File: config.mk
export PLATFORM = sky130hd
export DESIGN_NAME = fpu_cmd_sequencer
export DESIGN_NICKNAME = d
export VERILOG_FILES = /design/src/rtl/fpu_seq_pkg.sv /design/src/rtl/fpu_cmd_fifo.sv /design/src/rtl/fpu_cmd_sequencer.sv
export SDC_FILE = /design/constraint.sdc
export NUM_CORES = 1
export LEC_CHECK = 0
export CELL_PAD_IN_SITES_DETAIL_PLACEMENT = 1
export CELL_PAD_IN_SITES_GLOBAL_PLACEMENT = 2
export CORE_ASPECT_RATIO = 0.5
export CORE_MARGIN = 2
export CORE_UTILIZATION = 45
export CTS_BUF_LIST = sky130_fd_sc_hd__clkbuf_8
export DETAILED_ROUTE_END_ITERATION = 12
export PLACE_DENSITY = 0.95
export SYNTH_ARGS = -nofsm -noshare
export SYNTH_HDL_FRONTEND = slang
export SYNTH_HIERARCHICAL = 1
export SYNTH_SLANG_ARGS = --single-unit
File: constraint.sdc
create_clock -name clk -period 7.47 [get_ports clk]
set_input_delay 1.494 -clock clk [delete_from_list [all_inputs] [get_ports clk]]
set_output_delay 1.494 -clock clk [all_outputs]
set_load 0.01 [all_outputs]
File: src/rtl/fpu_seq_pkg.sv
// Shared types for the FPU command sequencer: opcodes, the queued command
// record, FSM states and opcode-class helpers.
package fpu_seq_pkg;

    localparam int NUM_EXC   = 5;
    localparam int FPU_WIDTH = 32;

    typedef enum logic [3:0] {
        OP_FCLASS = 4'd0,
        OP_SGNJ   = 4'd1,
        OP_CMP    = 4'd2,
        OP_MINMAX = 4'd3,
        OP_I2F    = 4'd4,
        OP_F2I    = 4'd5,
        OP_ADDSUB = 4'd6,
        OP_MUL    = 4'd7,
        OP_FMA    = 4'd8,
        OP_DIV    = 4'd9,
        OP_SQRT   = 4'd10
    } fpu_op_e;

    // The raw opcode is kept as a plain vector: codes 11-15 must survive the
    // FIFO so they can be reported as illegal.
    typedef struct packed {
        logic [3:0]           op;
        logic [1:0]           mod;
        logic [2:0]           frm;
        logic [FPU_WIDTH-1:0] a;
        logic [FPU_WIDTH-1:0] b;
        logic [FPU_WIDTH-1:0] c;
    } fpu_cmd_t;

    typedef enum logic [1:0] {
        IDLE = 2'd0,
        COMB = 2'd1,
        ITER = 2'd2,
        RESP = 2'd3
    } seq_state_e;

    // Unused opcodes, and sgnj/cmp with the reserved modifier 3.
    function automatic logic is_illegal(input logic [3:0] op, input logic [1:0] mod);
        return (op > OP_SQRT) || (((op == OP_SGNJ) || (op == OP_CMP)) && (mod == 2'd3));
    endfunction

    function automatic logic is_iter(input logic [3:0] op);
        return (op == OP_DIV) || (op == OP_SQRT);
    endfunction

endpackage

File: src/rtl/fpu_cmd_fifo.sv
// Synchronous command FIFO. Pointers carry one extra wrap bit so full and
// empty are distinguished without a separate count.
module fpu_cmd_fifo
    import fpu_seq_pkg::*;
#(
    parameter int  DEPTH = 4,
    parameter type cmd_t = fpu_cmd_t
) (
    input  logic clk,
    input  logic rst_l,
    input  logic push_i,
    input  cmd_t wdata_i,
    input  logic pop_i,
    output cmd_t rdata_o,
    output logic full_o,
    output logic empty_o
);

    localparam int AW = $clog2(DEPTH);

    logic [AW:0] wr_ptr_q;
    logic [AW:0] rd_ptr_q;
    cmd_t        mem_q [DEPTH];
    logic        wr_en;
    logic        rd_en;

    assign full_o  = (wr_ptr_q[AW] != rd_ptr_q[AW]) && (wr_ptr_q[AW-1:0] == rd_ptr_q[AW-1:0]);
    assign empty_o = (wr_ptr_q == rd_ptr_q);
    assign wr_en   = push_i && !full_o;
    assign rd_en   = pop_i && !empty_o;
    assign rdata_o = mem_q[rd_ptr_q[AW-1:0]];

    // Advance the read/write pointers.
    always_ff @(posedge clk or negedge rst_l) begin
        // NOTE: state is updated with <= so every register samples pre-edge values.
        if (!rst_l) begin
            wr_ptr_q <= '0;
            rd_ptr_q <= '0;
        end else begin
            if (wr_en) wr_ptr_q <= wr_ptr_q + 1'b1;
            if (rd_en) rd_ptr_q <= rd_ptr_q + 1'b1;
        end
    end

    // Write the storage array.
    // NOTE: storage has no reset; an entry is only read after it was written.
    always_ff @(posedge clk) begin
        if (wr_en) mem_q[wr_ptr_q[AW-1:0]] <= wdata_i;
    end

endmodule

File: src/rtl/fpu_cmd_sequencer.sv
// FPU command front-end: queues commands, issues them one at a time to the
// single-cycle or iterative units and returns each result over a valid/ready
// response port with sticky flags and an interrupt pulse.
// Optional build macro FPU_ITER_TIMEOUT_EN adds an ITER watchdog (TIMEOUT,
// iter_cancel) that returns an NV result when div/sqrt never completes.
module fpu_cmd_sequencer
    import fpu_seq_pkg::*;
#(
    parameter int WIDTH       = 32,
    parameter int DEPTH       = 4,
`ifdef FPU_ITER_TIMEOUT_EN
    parameter int TIMEOUT     = 64,
`endif
    parameter bit IRQ_ON_DONE = 1'b1
) (
    input  logic               clk,
    input  logic               rst_l,
    input  logic               cmd_valid,
    output logic               cmd_ready,
    input  logic [3:0]         cmd_op,
    input  logic [1:0]         cmd_mod,
    input  logic [2:0]         cmd_frm,
    input  logic [WIDTH-1:0]   cmd_a,
    input  logic [WIDTH-1:0]   cmd_b,
    input  logic [WIDTH-1:0]   cmd_c,
    output logic [3:0]         iss_op,
    output logic [1:0]         iss_mod,
    output logic [2:0]         iss_frm,
    output logic [WIDTH-1:0]   iss_a,
    output logic [WIDTH-1:0]   iss_b,
    output logic [WIDTH-1:0]   iss_c,
    input  logic [WIDTH-1:0]   comb_result,
    input  logic [NUM_EXC-1:0] comb_exc,
    output logic               iter_start,
`ifdef FPU_ITER_TIMEOUT_EN
    output logic               iter_cancel,
`endif
    input  logic               iter_done,
    input  logic [WIDTH-1:0]   iter_result,
    input  logic [NUM_EXC-1:0] iter_exc,
    output logic               rsp_valid,
    input  logic               rsp_ready,
    output logic [WIDTH-1:0]   rsp_data,
    output logic [NUM_EXC-1:0] rsp_exc,
    output logic               rsp_illegal,
    output logic [NUM_EXC-1:0] fflags,
    input  logic               fflags_clr,
    output logic               busy,
    output logic               irq
);

    typedef struct packed {
        logic [3:0]       op;
        logic [1:0]       mod;
        logic [2:0]       frm;
        logic [WIDTH-1:0] a;
        logic [WIDTH-1:0] b;
        logic [WIDTH-1:0] c;
    } cmd_w_t;

    cmd_w_t             push_cmd;
    cmd_w_t             head;
    logic               fifo_full;
    logic               fifo_empty;
    logic               fifo_pop;
    logic               rsp_fire;

    seq_state_e         state_q;
    logic [3:0]         iss_op_q;
    logic [1:0]         iss_mod_q;
    logic [2:0]         iss_frm_q;
    logic [WIDTH-1:0]   iss_a_q, iss_b_q, iss_c_q;
    logic               iter_start_q;
    logic               rsp_valid_q;
    logic [WIDTH-1:0]   rsp_data_q;
    logic [NUM_EXC-1:0] rsp_exc_q;
    logic               rsp_illegal_q;
    logic [NUM_EXC-1:0] fflags_q, fflags_d;
    logic               irq_q;

    assign push_cmd = '{op: cmd_op, mod: cmd_mod, frm: cmd_frm, a: cmd_a, b: cmd_b, c: cmd_c};
    assign fifo_pop = (state_q == IDLE) && !fifo_empty;
    assign rsp_fire = rsp_valid_q && rsp_ready;

    fpu_cmd_fifo #(
        .DEPTH (DEPTH),
        .cmd_t (cmd_w_t)
    ) u_fifo (
        .clk     (clk),
        .rst_l   (rst_l),
        .push_i  (cmd_valid),
        .wdata_i (push_cmd),
        .pop_i   (fifo_pop),
        .rdata_o (head),
        .full_o  (fifo_full),
        .empty_o (fifo_empty)
    );

`ifdef FPU_ITER_TIMEOUT_EN
    localparam int CW = $clog2(TIMEOUT + 1);
    logic [CW-1:0] cnt_q;
    logic          iter_timeout;

    // iter_done in the final watchdog cycle takes precedence over the cancel.
    assign iter_timeout = (state_q == ITER) && (cnt_q == CW'(TIMEOUT - 1)) && !iter_done;
    assign iter_cancel  = iter_timeout;

    // Count ITER cycles; restarted on every issue to the iterative unit.
    always_ff @(posedge clk or negedge rst_l) begin
        if (!rst_l)                cnt_q <= '0;
        else if (state_q != ITER)  cnt_q <= '0;
        else if (!iter_done)       cnt_q <= cnt_q + CW'(1);
    end
`endif

    // Sticky exception flags; a clear wins over a same-cycle OR-in.
    always_comb begin
        // NOTE: default first so no path leaves fflags_d unassigned (no latch).
        fflags_d = fflags_q;
        if (fflags_clr)    fflags_d = '0;
        else if (rsp_fire) fflags_d = fflags_q | rsp_exc_q;
    end

    // Sequencer FSM with registered issue, response, flag and irq outputs.
    always_ff @(posedge clk or negedge rst_l) begin
        if (!rst_l) begin
            state_q       <= IDLE;
            iss_op_q      <= '0;
            iss_mod_q     <= '0;
            iss_frm_q     <= '0;
            iss_a_q       <= '0;
            iss_b_q       <= '0;
            iss_c_q       <= '0;
            iter_start_q  <= 1'b0;
            rsp_valid_q   <= 1'b0;
            rsp_data_q    <= '0;
            rsp_exc_q     <= '0;
            rsp_illegal_q <= 1'b0;
            fflags_q      <= '0;
            irq_q         <= 1'b0;
        end else begin
            iter_start_q <= 1'b0;
            irq_q        <= 1'b0;
            fflags_q     <= fflags_d;
            unique case (state_q)
                IDLE: begin
                    if (!fifo_empty) begin
                        iss_op_q  <= head.op;
                        iss_mod_q <= head.mod;
                        iss_frm_q <= head.frm;
                        iss_a_q   <= head.a;
                        iss_b_q   <= head.b;
                        iss_c_q   <= head.c;
                        if (is_illegal(head.op, head.mod)) begin
                            rsp_data_q    <= '0;
                            rsp_exc_q     <= '0;
                            rsp_illegal_q <= 1'b1;
                            rsp_valid_q   <= 1'b1;
                            state_q       <= RESP;
                        end else if (is_iter(head.op)) begin
                            iter_start_q <= 1'b1;
                            state_q      <= ITER;
                        end else begin
                            state_q <= COMB;
                        end
                    end
                end
                COMB: begin
                    rsp_data_q    <= comb_result;
                    rsp_exc_q     <= comb_exc;
                    rsp_illegal_q <= 1'b0;
                    rsp_valid_q   <= 1'b1;
                    state_q       <= RESP;
                end
                ITER: begin
                    if (iter_done) begin
                        rsp_data_q    <= iter_result;
                        rsp_exc_q     <= iter_exc;
                        rsp_illegal_q <= 1'b0;
                        rsp_valid_q   <= 1'b1;
                        state_q       <= RESP;
                    end
`ifdef FPU_ITER_TIMEOUT_EN
                    else if (iter_timeout) begin
                        rsp_data_q    <= '0;
                        rsp_exc_q     <= 5'b10000;
                        rsp_illegal_q <= 1'b0;
                        rsp_valid_q   <= 1'b1;
                        state_q       <= RESP;
                    end
`endif
                end
                RESP: begin
                    if (rsp_ready) begin
                        rsp_valid_q <= 1'b0;
                        irq_q       <= (rsp_exc_q != '0) || rsp_illegal_q || IRQ_ON_DONE;
                        state_q     <= IDLE;
                    end
                end
                default: state_q <= IDLE;
            endcase
        end
    end

    assign cmd_ready   = !fifo_full;
    assign busy        = !fifo_empty || (state_q != IDLE);
    assign iss_op      = iss_op_q;
    assign iss_mod     = iss_mod_q;
    assign iss_frm     = iss_frm_q;
    assign iss_a       = iss_a_q;
    assign iss_b       = iss_b_q;
    assign iss_c       = iss_c_q;
    assign iter_start  = iter_start_q;
    assign rsp_valid   = rsp_valid_q;
    assign rsp_data    = rsp_data_q;
    assign rsp_exc     = rsp_exc_q;
    assign rsp_illegal = rsp_illegal_q;
    assign fflags      = fflags_q;
    assign irq         = irq_q;

endmodule

==> results.json, run 1 <==
{
  "p_clk_frac": 0.213,
  "finalWirelength_mm": 74.9,
  "synth_cell_types": 47,
  "yosysWarnings": 6,
  "synth-seq-cells": 579,
  "cts_buffer_depth": 3,
  "cts_tree": "yes",
  "grt_max_degree": 95,
  "syn-num-nets": 1419,
  "clkSinkCount": 579,
  "fp.dieArea_mm2": 0.0529,
  "syn_inst": 1224,
  "switching_share": 0.371,
  "critPathKind": "flip-flop to output port",
  "nets": 1778,
  "port_buffers": 337,
  "ctsHoldBuffers": 0,
  "drive_gt1_frac": 0.206,
  "required_ns": 5.98,
  "synthesis.area_mm2": 0.0229,
  "io_pins": 338,
  "finalNonFillerCells": 2357,
  "hp-class": "flip-flop to flip-flop",
  "holdWs_ns": 0.498,
  "drtPass1Iterations": 5,
  "num_rows": 58,
  "cts-resized-gates": 0,
  "cap_violations": 0,
  "fin_crit_ns": 4.97,
  "avgSynthCellArea_um2": 18.7,
  "drt_iter0_markers": 1556,
  "cts_buffers": 82,
  "setup_violations": 0,
  "maxSlewViolCount": 0,
  "vias": 14200,
  "grt_pass1_vias": 15100,
  "fmax_mhz": 201,
  "p_int_mw": 7.67,
  "power.leakage_nw": 9.94,
  "fillers": 4516,
  "end_kind": "output port",
  "cts_setup_buffers": 0,
  "wire_per_inst_um": 31.8,
  "grt_pass1_wl_mm": 105,
  "htreeDepth": 3,
  "cts-root-buf": "clkbuf_8",
  "final.setup.tns_ns": 0,
  "power_switching_mw": 4.52,
  "post-route-period-util": 0.665,
  "clk_pin_slew_worst_paths_ns": 0.09,
  "routabilityCongestion": 0.765,
  "outcome": "finished, final reports clean",
  "crit_slowest_cell": "dfrtp_4",
  "drt-vias-per-instance": 6.01,
  "irDropWorstVdd_uv": 264,
  "critPathArrivalTime_ns": 3.48,
  "finalPower_mw": 12.2,
  "worstMarginPinSlew_ns": 1.25,
  "cp_max_fo": 49,
  "yosysSeqAreaShare": 0.724,
  "core_mm2": 0.0503,
  "final.setup_skew_ns": 0.0492,
  "drc": 0,
  "max_stage_delay_ns": 0.99,
  "die_y_um": 164,
  "start_kind": "flip-flop",
  "area_delta_synth_final_pct": 24.3,
  "start_util": 0.456,
  "antenna_found_initial": 12,
  "gr-usage-all-layers": 0.269,
  "crit_chain": "xor2_1 -> nor3_1 -> buf_4 -> and2_1 -> inv_1 -> clkdlybuf4s50_1",
  "postRouteAntennaNets": 0,
  "rsz0062_at_grt": "no",
  "slew_headroom": 0.170,
  "grt_overflow_total": 0,
  "power_density_mw_per_mm2": 428,
  "hold_violations": 0,
  "comb_power_share": 0.375,
  "clock_latency_ns": 0.67,
  "hpwlAfterDp_mm": 38.7,
  "p_seq_frac": 0.413,
  "fp.dieW_um": 323,
  "placedCellCount": 2189
}
[cells in the final DEF, fill, tap and decap left out, types with 14 or more instances in the layout]
| master | netlist | layout |
|---|---|---|
| inv_1 | 10 | 46 |
| a21oi_1 | 43 | 43 |
| dfrtp_1 | 159 | 157 |
| buf_4 | 7 | 16 |
| mux4_2 | 105 | 105 |
| mux2_1 | 14 | 14 |
| clkbuf_8 | 0 | 92 |
| nor2b_1 | 38 | 37 |
| a22oi_1 | 37 | 37 |
| o31a_1 | 33 | 33 |
| nand3_1 | 112 | 112 |
| diode_2 | 0 | 16 |
| edfxtp_1 | 420 | 420 |
| clkdlybuf4s50_1 | 0 | 336 |
| mux2_2 | 92 | 92 |
[power groups by stage]
stage                     clock network [mW]  logic (mW)  registers, mW
after detailed placement                   0        4.36           4.98
after floorplan                            0        2.60           4.92
after global placement                     0        4.09           4.87
after global routing                    2.72        4.79           5.08
final                                   2.59        4.56           5.03
after CTS                               2.56        4.51           4.99
[per-stage QoR]
step,instance area (um^2),util,setup WS (ns)
finish,28500,0.567,2.50
global route,28500,0.567,2.46
CTS,28500,0.566,2.63
detailed placement,26900,0.535,3.21
global placement,26900,0.535,3.38
floorplan,22900,-,2.22
[logic make-up (layout without fill, tap and decap cells)]
| kind of cell | after synthesis | after routing | share of synthesized area |
|---|---|---|---|
| XOR/XNOR | 10 | 10 | 0.00480 |
| flip-flops | 579 | 579 | 0.724 |
| adder cells (fa/ha/maj) | 10 | 10 | 0.00546 |
| AO/OA/AOI/OAI | 137 | 137 | 0.0427 |
| multiplexers | 213 | 213 | 0.156 |
| AND/OR/NAND/NOR | 186 | 186 | 0.0449 |
| buffers and inverters | 89 | 516 | 0.0222 |
| other | 0 | 16 | 0 |
[cell usage after synthesis (all sizes together)]
cell / n / area [um^2]
dfrtp: 159 / 3980
a311o: 1 / 10.0
nand2b: 2 / 12.5
o22ai: 1 / 12.5
buf: 61 / 404
xnor2: 6 / 60.1
o21ai: 3 / 15.0
o31ai: 5 / 37.5
a21oi: 43 / 215
a211oi: 2 / 15.0
clkbuf: 18 / 67.6
and2: 3 / 18.8
mux2i: 2 / 20.0
edfxtp: 420 / 12600
nand2: 5 / 18.8
nor2b: 39 / 246
nand3: 112 / 561
nor2: 8 / 30.0
o221ai: 2 / 17.5
o311ai: 1 / 8.76
ha: 10 / 125
inv: 10 / 37.5
nor3: 6 / 52.6
a31oi: 2 / 18.8
a22oi: 37 / 278
or2: 1 / 6.26
a21boi: 1 / 7.51
nor4: 1 / 6.26
and3: 8 / 50.1
o31a: 33 / 289
xor2: 4 / 50.1
o22a: 1 / 10.0
nand4bb: 1 / 27.5
a21bo: 1 / 10.0
a221oi: 4 / 35.0
mux4: 105 / 2360
mux2: 106 / 1190
[state kept, by name, summed over array words and instances (netlist names)]
register,flops
iss_b,32
state_q,2
fflags,5
rsp_illegal,1
iss_mod,2
iter_start,1
iss_op,4
iss_frm,3
irq,1
rsp_data,32
rsp_exc,5
u_fifo/rd_ptr_q,3
rsp_valid,1
u_fifo/mem_q,420
iss_c,32
u_fifo/wr_ptr_q,3
iss_a,32
[layer usage]
layer | wire (um) | part of all wire | GRT usage | vias up
li1 | - | - | - | 5628
met1 | 27900 | 0.37 | 0.330 | 7519
met2 | 39200 | 0.52 | 0.481 | 812
met3 | 4730 | 0.063 | 0.0462 | 202
met4 | 3100 | 0.041 | 0.102 | 0
met5 | 0 | 0 | 0 | -
[final timing paths]
check                              startpoint            endpoint  slack, ns  depth (start not counted)
max in group asynchronous               rst_l  u_fifo/rd_ptr_q[0]       4.71                          2
min                                 iss_a[30]           iss_a[30]       0.50                          1
min reg2reg                         iss_a[30]           iss_a[30]       0.50                          1
max                        u_fifo/rd_ptr_q[1]                busy       2.50                          6
min in group asynchronous               rst_l           iss_a[26]       0.94                          1
max reg2reg                u_fifo/rd_ptr_q[0]          rsp_exc[1]       3.32                          6
[area by class of cell]
class | count | area [um^2] | share of cell area
Sequential cell | 579 | 16600 | 0.582
Multi-Input combinational cell | 556 | 5870 | 0.206
Timing Repair Buffer | 354 | 3510 | 0.123
Clock buffer | 92 | 1270 | 0.0444
Tap cell | 690 | 863 | 0.0303
Clock inverter | 60 | 308 | 0.0108
Antenna cell | 16 | 40.0 | 0.00140
Inverter | 10 | 37.5 | 0.00132
[critical path: cells and delay by family (launching register included)]
kind	cells	cell delay, ns
flip-flops	1	0.99
buffers and inverters	3	0.81
AND/OR/NAND/NOR	2	0.67
XOR/XNOR	1	0.31
No activity file was read; power rests on OpenSTA's default activity.
==> run 2: changes to the inputs <==
- CORE_UTILIZATION: 45 -> 38
- PLACE_DENSITY: 0.95 -> 0.87
- clock period: 7.47 -> 4.4 ns (I/O delays scaled with it)
==> run 2 against run 1 <==
Sequential power is 62% higher. Critical path depth stayed put. Clock skew is 0.0019 ns lower. Critical path type unchanged. Critical endpoint unchanged. Largest cell class unchanged.
==> results.json, run 2 (synthesis gave the netlist of run 1 again) <==
{
  "outcome": "finished, final reports clean",
  "p_seq_frac": 0.411,
  "p_int_mw": 13.1,
  "ctsHoldBuffers": 0,
  "crit_cells": 6,
  "vias": 12800,
  "critical_path.top_delay_family": "buffers and inverters",
  "cp-startpoint": "u_fifo/rd_ptr_q[0]",
  "post-route-period-util": 0.853,
  "regArea_mm2": 0.0166,
  "end_kind": "output port",
  "cts_tree": "yes",
  "slew_headroom": 0.251,
  "comb_power_share": 0.379,
  "final_cell_mix": "420 x edfxtp_1, 336 x clkdlybuf4s50_1, 157 x dfrtp_1",
  "die_y_um": 178,
  "clk_pin_slew_worst_paths_ns": 0.07,
  "cts_setup_buffers": 0,
  "irDropWorstVdd_uv": 327,
  "fin_crit_ns": 3.75,
  "fp.dieW_um": 351,
  "clkSinkCount": 579,
  "r2r_slack_ns": 1.17,
  "grt_pass1_wl_mm": 88.8,
  "multi_input_area_mm2": 0.00586,
  "r2r-start": "u_fifo/rd_ptr_q[0]",
  "grt_max_degree": 78,
  "fp.dieArea_mm2": 0.0624,
  "hp-class": "primary input to async pin",
  "wire_per_inst_um": 23.8,
  "grt_pass1_vias": 14200,
  "routabilityCongestion": 0.737,
  "fmax_mhz": 266,
  "clock_latency_ns": 0.67,
  "fillers": 5640,
  "final_common_cell": "edfxtp_1",
  "final.setup.tns_ns": 0,
  "drtPass1Iterations": 4,
  "drt_iter0_markers": 794,
  "pre_cts_ws_ns": 1.10,
  "cts-root-buf": "clkbuf_8",
  "port_buffers": 337,
  "p_clk_frac": 0.210,
  "cts-resized-gates": 0,
  "setup_ws_ns": 0.645,
  "nets": 1795,
  "drt-vias-per-instance": 5.15,
  "switching_share": 0.340,
  "cts_buffer_depth": 3,
  "max_stage_delay_ns": 0.73,
  "io_pins": 338,
  "crit_chain": "xor2_2 -> nor3_1 -> buf_4 -> and2_1 -> inv_1 -> clkdlybuf4s50_1",
  "endpoint": "busy",
  "drive_gt1_frac": 0.213,
  "hpwlAfterDp_mm": 36.7,
  "power.leakage_nw": 10.1,
  "grt_overflow_total": 0,
  "required_ns": 3.52,
  "final.setup_skew_ns": 0.0473,
  "worstMarginPinSlew_ns": 1.12,
  "antenna_found_initial": 10,
  "maxSlewViolCount": 0,
  "start_kind": "flip-flop",
  "core_mm2": 0.0594,
  "num_rows": 63,
  "finalWirelength_mm": 59.4,
  "setup_violations": 0,
  "rr_worst_depth": 4,
  "power_density_mw_per_mm2": 688,
  "drc": 0,
  "htreeDepth": 3,
  "crit_slowest_cell": "dfrtp_4",
  "critPathArrivalTime_ns": 2.87,
  "cp_max_fo": 22,
  "largest_register_ffs": 420,
  "cts_buffers": 84,
  "critPathKind": "flip-flop to output port",
  "path_buf_inv": 3,
  "cap_violations": 0,
  "area_delta_synth_final_pct": 26.0,
  "power_switching_mw": 6.77,
  "r2r-end": "iss_b[12]",
  "hold_violations": 0,
  "postRouteAntennaNets": 0,
  "gr-usage-all-layers": 0.189,
  "start_util": 0.386,
  "rsz0062_at_grt": "no"
}
==> run 2: cell count changes in the layout (fill, tap and decap cells not counted), sizes merged <==
cell	delta
diode	-5
buf	+15
clkinv	-6
clkinvlp	-1
inv	+7
bufinv	-1
clkbuf	+5
==> run 2: stage by stage <==
| stage | power, mW | area (um^2) | hold WS [ns] | util | std cells |
|---|---|---|---|---|---|
| after floorplan | 12.8 | 22900 | 0.529 | - | 1224 |
| after global placement | 15.6 | 27200 | 0.467 | 0.458 | 2326 |
| after detailed placement | 15.9 | 27200 | 0.474 | 0.458 | 2326 |
| after CTS | 20.2 | 28900 | 0.285 | 0.485 | 2482 |
| after global routing | 20.9 | 28900 | 0.267 | 0.486 | 2492 |
| final | 19.9 | 28900 | 0.257 | 0.486 | 2493 |
==> run 2: final cells by class <==
type,instances,area share
Multi-Input combinational cell,556,0.203
Timing Repair Buffer,369,0.128
Inverter,10,0.00130
Clock inverter,59,0.0104
Clock buffer,97,0.0462
Tap cell,812,0.0352
Antenna cell,11,0.000953
Sequential cell,579,0.575
==> run 2: power groups by stage <==
stage | Sequential (mW) | Combinational [mW] | Clock (mW)
finish | 8.16 | 7.53 | 4.18
global route | 8.30 | 8.09 | 4.52
CTS | 8.18 | 7.69 | 4.28
detailed placement | 8.26 | 7.64 | 0
global placement | 8.17 | 7.42 | 0
floorplan | 8.35 | 4.43 | 0
==> run 2: metal layers <==
metal / vias up / part of all wire / GRT usage
met5: - / 0 / 0
met4: 0 / 0.033 / 0.0858
met3: 95 / 0.038 / 0.0357
met2: 286 / 0.54 / 0.338
met1: 6791 / 0.39 / 0.223
li1: 5675 / - / -
==> run 2: worst min-delay path by stage <==
stage	endpoint	slack, ns	cells past startpoint
6_report	rsp_data[3]	0.26	1
3_3_place_gp	iss_a[30]	0.47	1
5_1_grt	rsp_data[3]	0.27	1
2_1_floorplan	fflags[0]	0.53	2
3_5_place_dp	iss_a[29]	0.47	1
4_1_cts	iss_c[15]	0.29	1
==> run 3: changes to the inputs <==
- PLACE_DENSITY: 0.87 -> 0.86
- SYNTH_HIERARCHICAL: 1 -> not set
==> run 3 against run 2 <==
First-iteration DRC count fell by 20%. Die area down 4.9%. Maximum frequency is 15% higher. Sequential power rose by 0.9%. Non-clock buffer count down 10. Via count shrank 12%. Count of clock-buffer cells in the layout rose by 3. Worst setup slack improved by 0.48 ns. Synthesized cell count is 16% lower.
==> results.json, run 3 <==
{
  "cts_buffers": 85,
  "grt_pass1_vias": 12900,
  "clock_latency_ns": 0.66,
  "wire_per_inst_um": 23.9,
  "htreeDepth": 3,
  "clk_pin_slew_worst_paths_ns": 0.07,
  "switching_share": 0.316,
  "postRouteAntennaNets": 0,
  "cts_setup_buffers": 0,
  "final_cell_mix": "420 x edfxtp_1, 336 x clkdlybuf4s50_1, 157 x dfrtp_1",
  "gr-usage-all-layers": 0.181,
  "p_seq_frac": 0.423,
  "num_rows": 61,
  "port_buffers": 337,
  "yosysSeqAreaShare": 0.762,
  "holdWs_ns": 0.394,
  "fp.dieW_um": 343,
  "grt_max_degree": 100,
  "antenna_found_initial": 6,
  "critPathArrivalTime_ns": 3.77,
  "fp.dieArea_mm2": 0.0594,
  "post-route-period-util": 0.745,
  "outcome": "finished, final reports clean",
  "drive_gt1_frac": 0.256,
  "io_pins": 338,
  "comb_power_share": 0.362,
  "start_util": 0.388,
  "cp_max_fo": 38,
  "area_delta_synth_final_pct": 27.8,
  "finalWirelength_mm": 53.9,
  "power_switching_mw": 6.15,
  "synth_flop_cell": "edfxtp_1",
  "end_kind": "flip-flop",
  "routabilityCongestion": 0.754,
  "core_mm2": 0.0561,
  "maxSlewViolCount": 0,
  "p_clk_frac": 0.216,
  "setup_violations": 0,
  "power.leakage_nw": 9.91,
  "cap_violations": 0,
  "hpwlAfterDp_mm": 34.3,
  "synth_cell_types": 35,
  "ys_async_sr_fraction": 0.275,
  "ctsHoldBuffers": 0,
  "avgSynthCellArea_um2": 21.3,
  "yosys.area.top_type_share": 0.579,
  "clkSinkCount": 579,
  "syn-num-nets": 1218,
  "nets": 1613,
  "rsz0062_at_grt": "no",
  "p_int_mw": 13.3,
  "synth.most_common_cell": "edfxtp_1",
  "fin_crit_ns": 3.28,
  "grt_pass1_wl_mm": 81.2,
  "final.setup.tns_ns": 0,
  "hp-class": "primary input to async pin",
  "required_ns": 4.90,
  "fmax_mhz": 305,
  "start_kind": "flip-flop",
  "irDropWorstVdd_uv": 282,
  "slew_headroom": 0.252,
  "final_common_cell": "edfxtp_1",
  "cts_tree": "yes",
  "drt_iter0_markers": 637,
  "hold_violations": 0,
  "largest_register_ffs": 420,
  "vias": 11300,
  "critPathKind": "flip-flop to flip-flop",
  "synth_edf_count": 420,
  "drc": 0,
  "yosysWarnings": 0,
  "grt_overflow_total": 0,
  "power_density_mw_per_mm2": 699,
  "synthTopCellsByCount": "420 x edfxtp_1, 159 x dfrtp_1, 124 x mux2_2, 104 x mux4_2",
  "syn_inst": 1023,
  "ys_top_cells_by_area": "edfxtp_1 58%, dfrtp_1 18%, mux4_2 11%",
  "synth-seq-cells": 579,
  "final.setup_skew_ns": 0.0456,
  "worstMarginPinSlew_ns": 1.12,
  "drt-vias-per-instance": 5.00,
  "synthesis.area_mm2": 0.0218,
  "cts_buffer_depth": 3,
  "die_y_um": 173,
  "synth_top_area_cell": "edfxtp_1",
  "drtPass1Iterations": 5,
  "cts-root-buf": "clkbuf_8",
  "cts-resized-gates": 0
}
[run 3: changes by cell type in the layout (fill, tap and decap cells not counted), sizes merged, moves of 5 or more]
cell / delta
a21oi: -36
buf: -10
clkinv: +10
inv: -16
mux2: +37
nand3: -110
nor3: -5
o31a: -33
[run 3: power groups by stage]
| stage | logic, mW | registers (mW) | clock network, mW |
|---|---|---|---|
| floorplan | 4.05 | 8.40 | 0 |
| global placement | 6.84 | 8.15 | 0 |
| detailed placement | 7.13 | 8.32 | 0 |
| CTS | 7.19 | 8.23 | 4.31 |
| global route | 7.54 | 8.37 | 4.54 |
| finish | 7.05 | 8.23 | 4.20 |
[run 3: layer usage]
metal / vias up / GRT usage / wire (um)
met5: - / 0 / 0
met4: 0 / 0.0788 / 1890
met3: 98 / 0.0350 / 2200
met2: 309 / 0.339 / 30100
met1: 5953 / 0.198 / 19700
li1: 4901 / - / -
[run 3: kinds of logic (layout without fill, tap and decap cells)]
group,Yosys count,after routing,synth area share
mux,251,251,0.183
simple gates,67,67,0.0182
fa+ha+maj,10,10,0.00574
other cells,0,7,0
xor+xnor,8,8,0.00322
buf+inv,57,522,0.0111
compound gates,51,51,0.0168
flops,579,579,0.762
[run 3: final cells by class]
class,count,area (um^2)
antenna,7,17.5
clock buffer,100,1380
clock inverter,57,287
fill,5176,28300
inverter,6,22.5
multi-input combinational,387,4980
sequential,579,16600
tap,756,946
timing repair buffer,359,3610
[run 3: path summary, 6_finish.rpt]
check | start | end | slack, ns | cells past startpoint
min in group clk | rsp_data[20] | rsp_data[20] | 0.49 | 1
hold / removal | rst_l | iss_a[9] | 0.39 | 1
hold reg to reg | rsp_data[20] | rsp_data[20] | 0.49 | 1
setup reg to reg | u_fifo.rd_ptr_q[0] | rsp_data[1] | 1.12 | 6
max in group asynchronous | rst_l | iss_b[4] | 3.08 | 2
setup / recovery | u_fifo.rd_ptr_q[0] | rsp_data[1] | 1.12 | 6
[run 3: metrics by stage]
| step | setup slack [ns] | instances | power (mW) | area [um^2] | util |
|---|---|---|---|---|---|
| finish | 1.12 | 2251 | 19.5 | 27800 | 0.496 |
| global route | 0.959 | 2251 | 20.5 | 27800 | 0.496 |
| global placement | 1.21 | 2087 | 15.0 | 26200 | 0.466 |
| detailed placement | 1.08 | 2087 | 15.4 | 26200 | 0.466 |
| CTS | 1.06 | 2244 | 19.7 | 27800 | 0.496 |
| floorplan | 0.485 | 1023 | 12.5 | 21800 | - |
[run 3: worst max-delay path: stages, from the launching register on]
cell and delay, ns:
dfrtp_4 0.61, mux4_2 0.61, xnor2_1 0.19, or4b_4 0.59, a211oi_4 0.26, buf_4 0.45, mux2_2 0.39
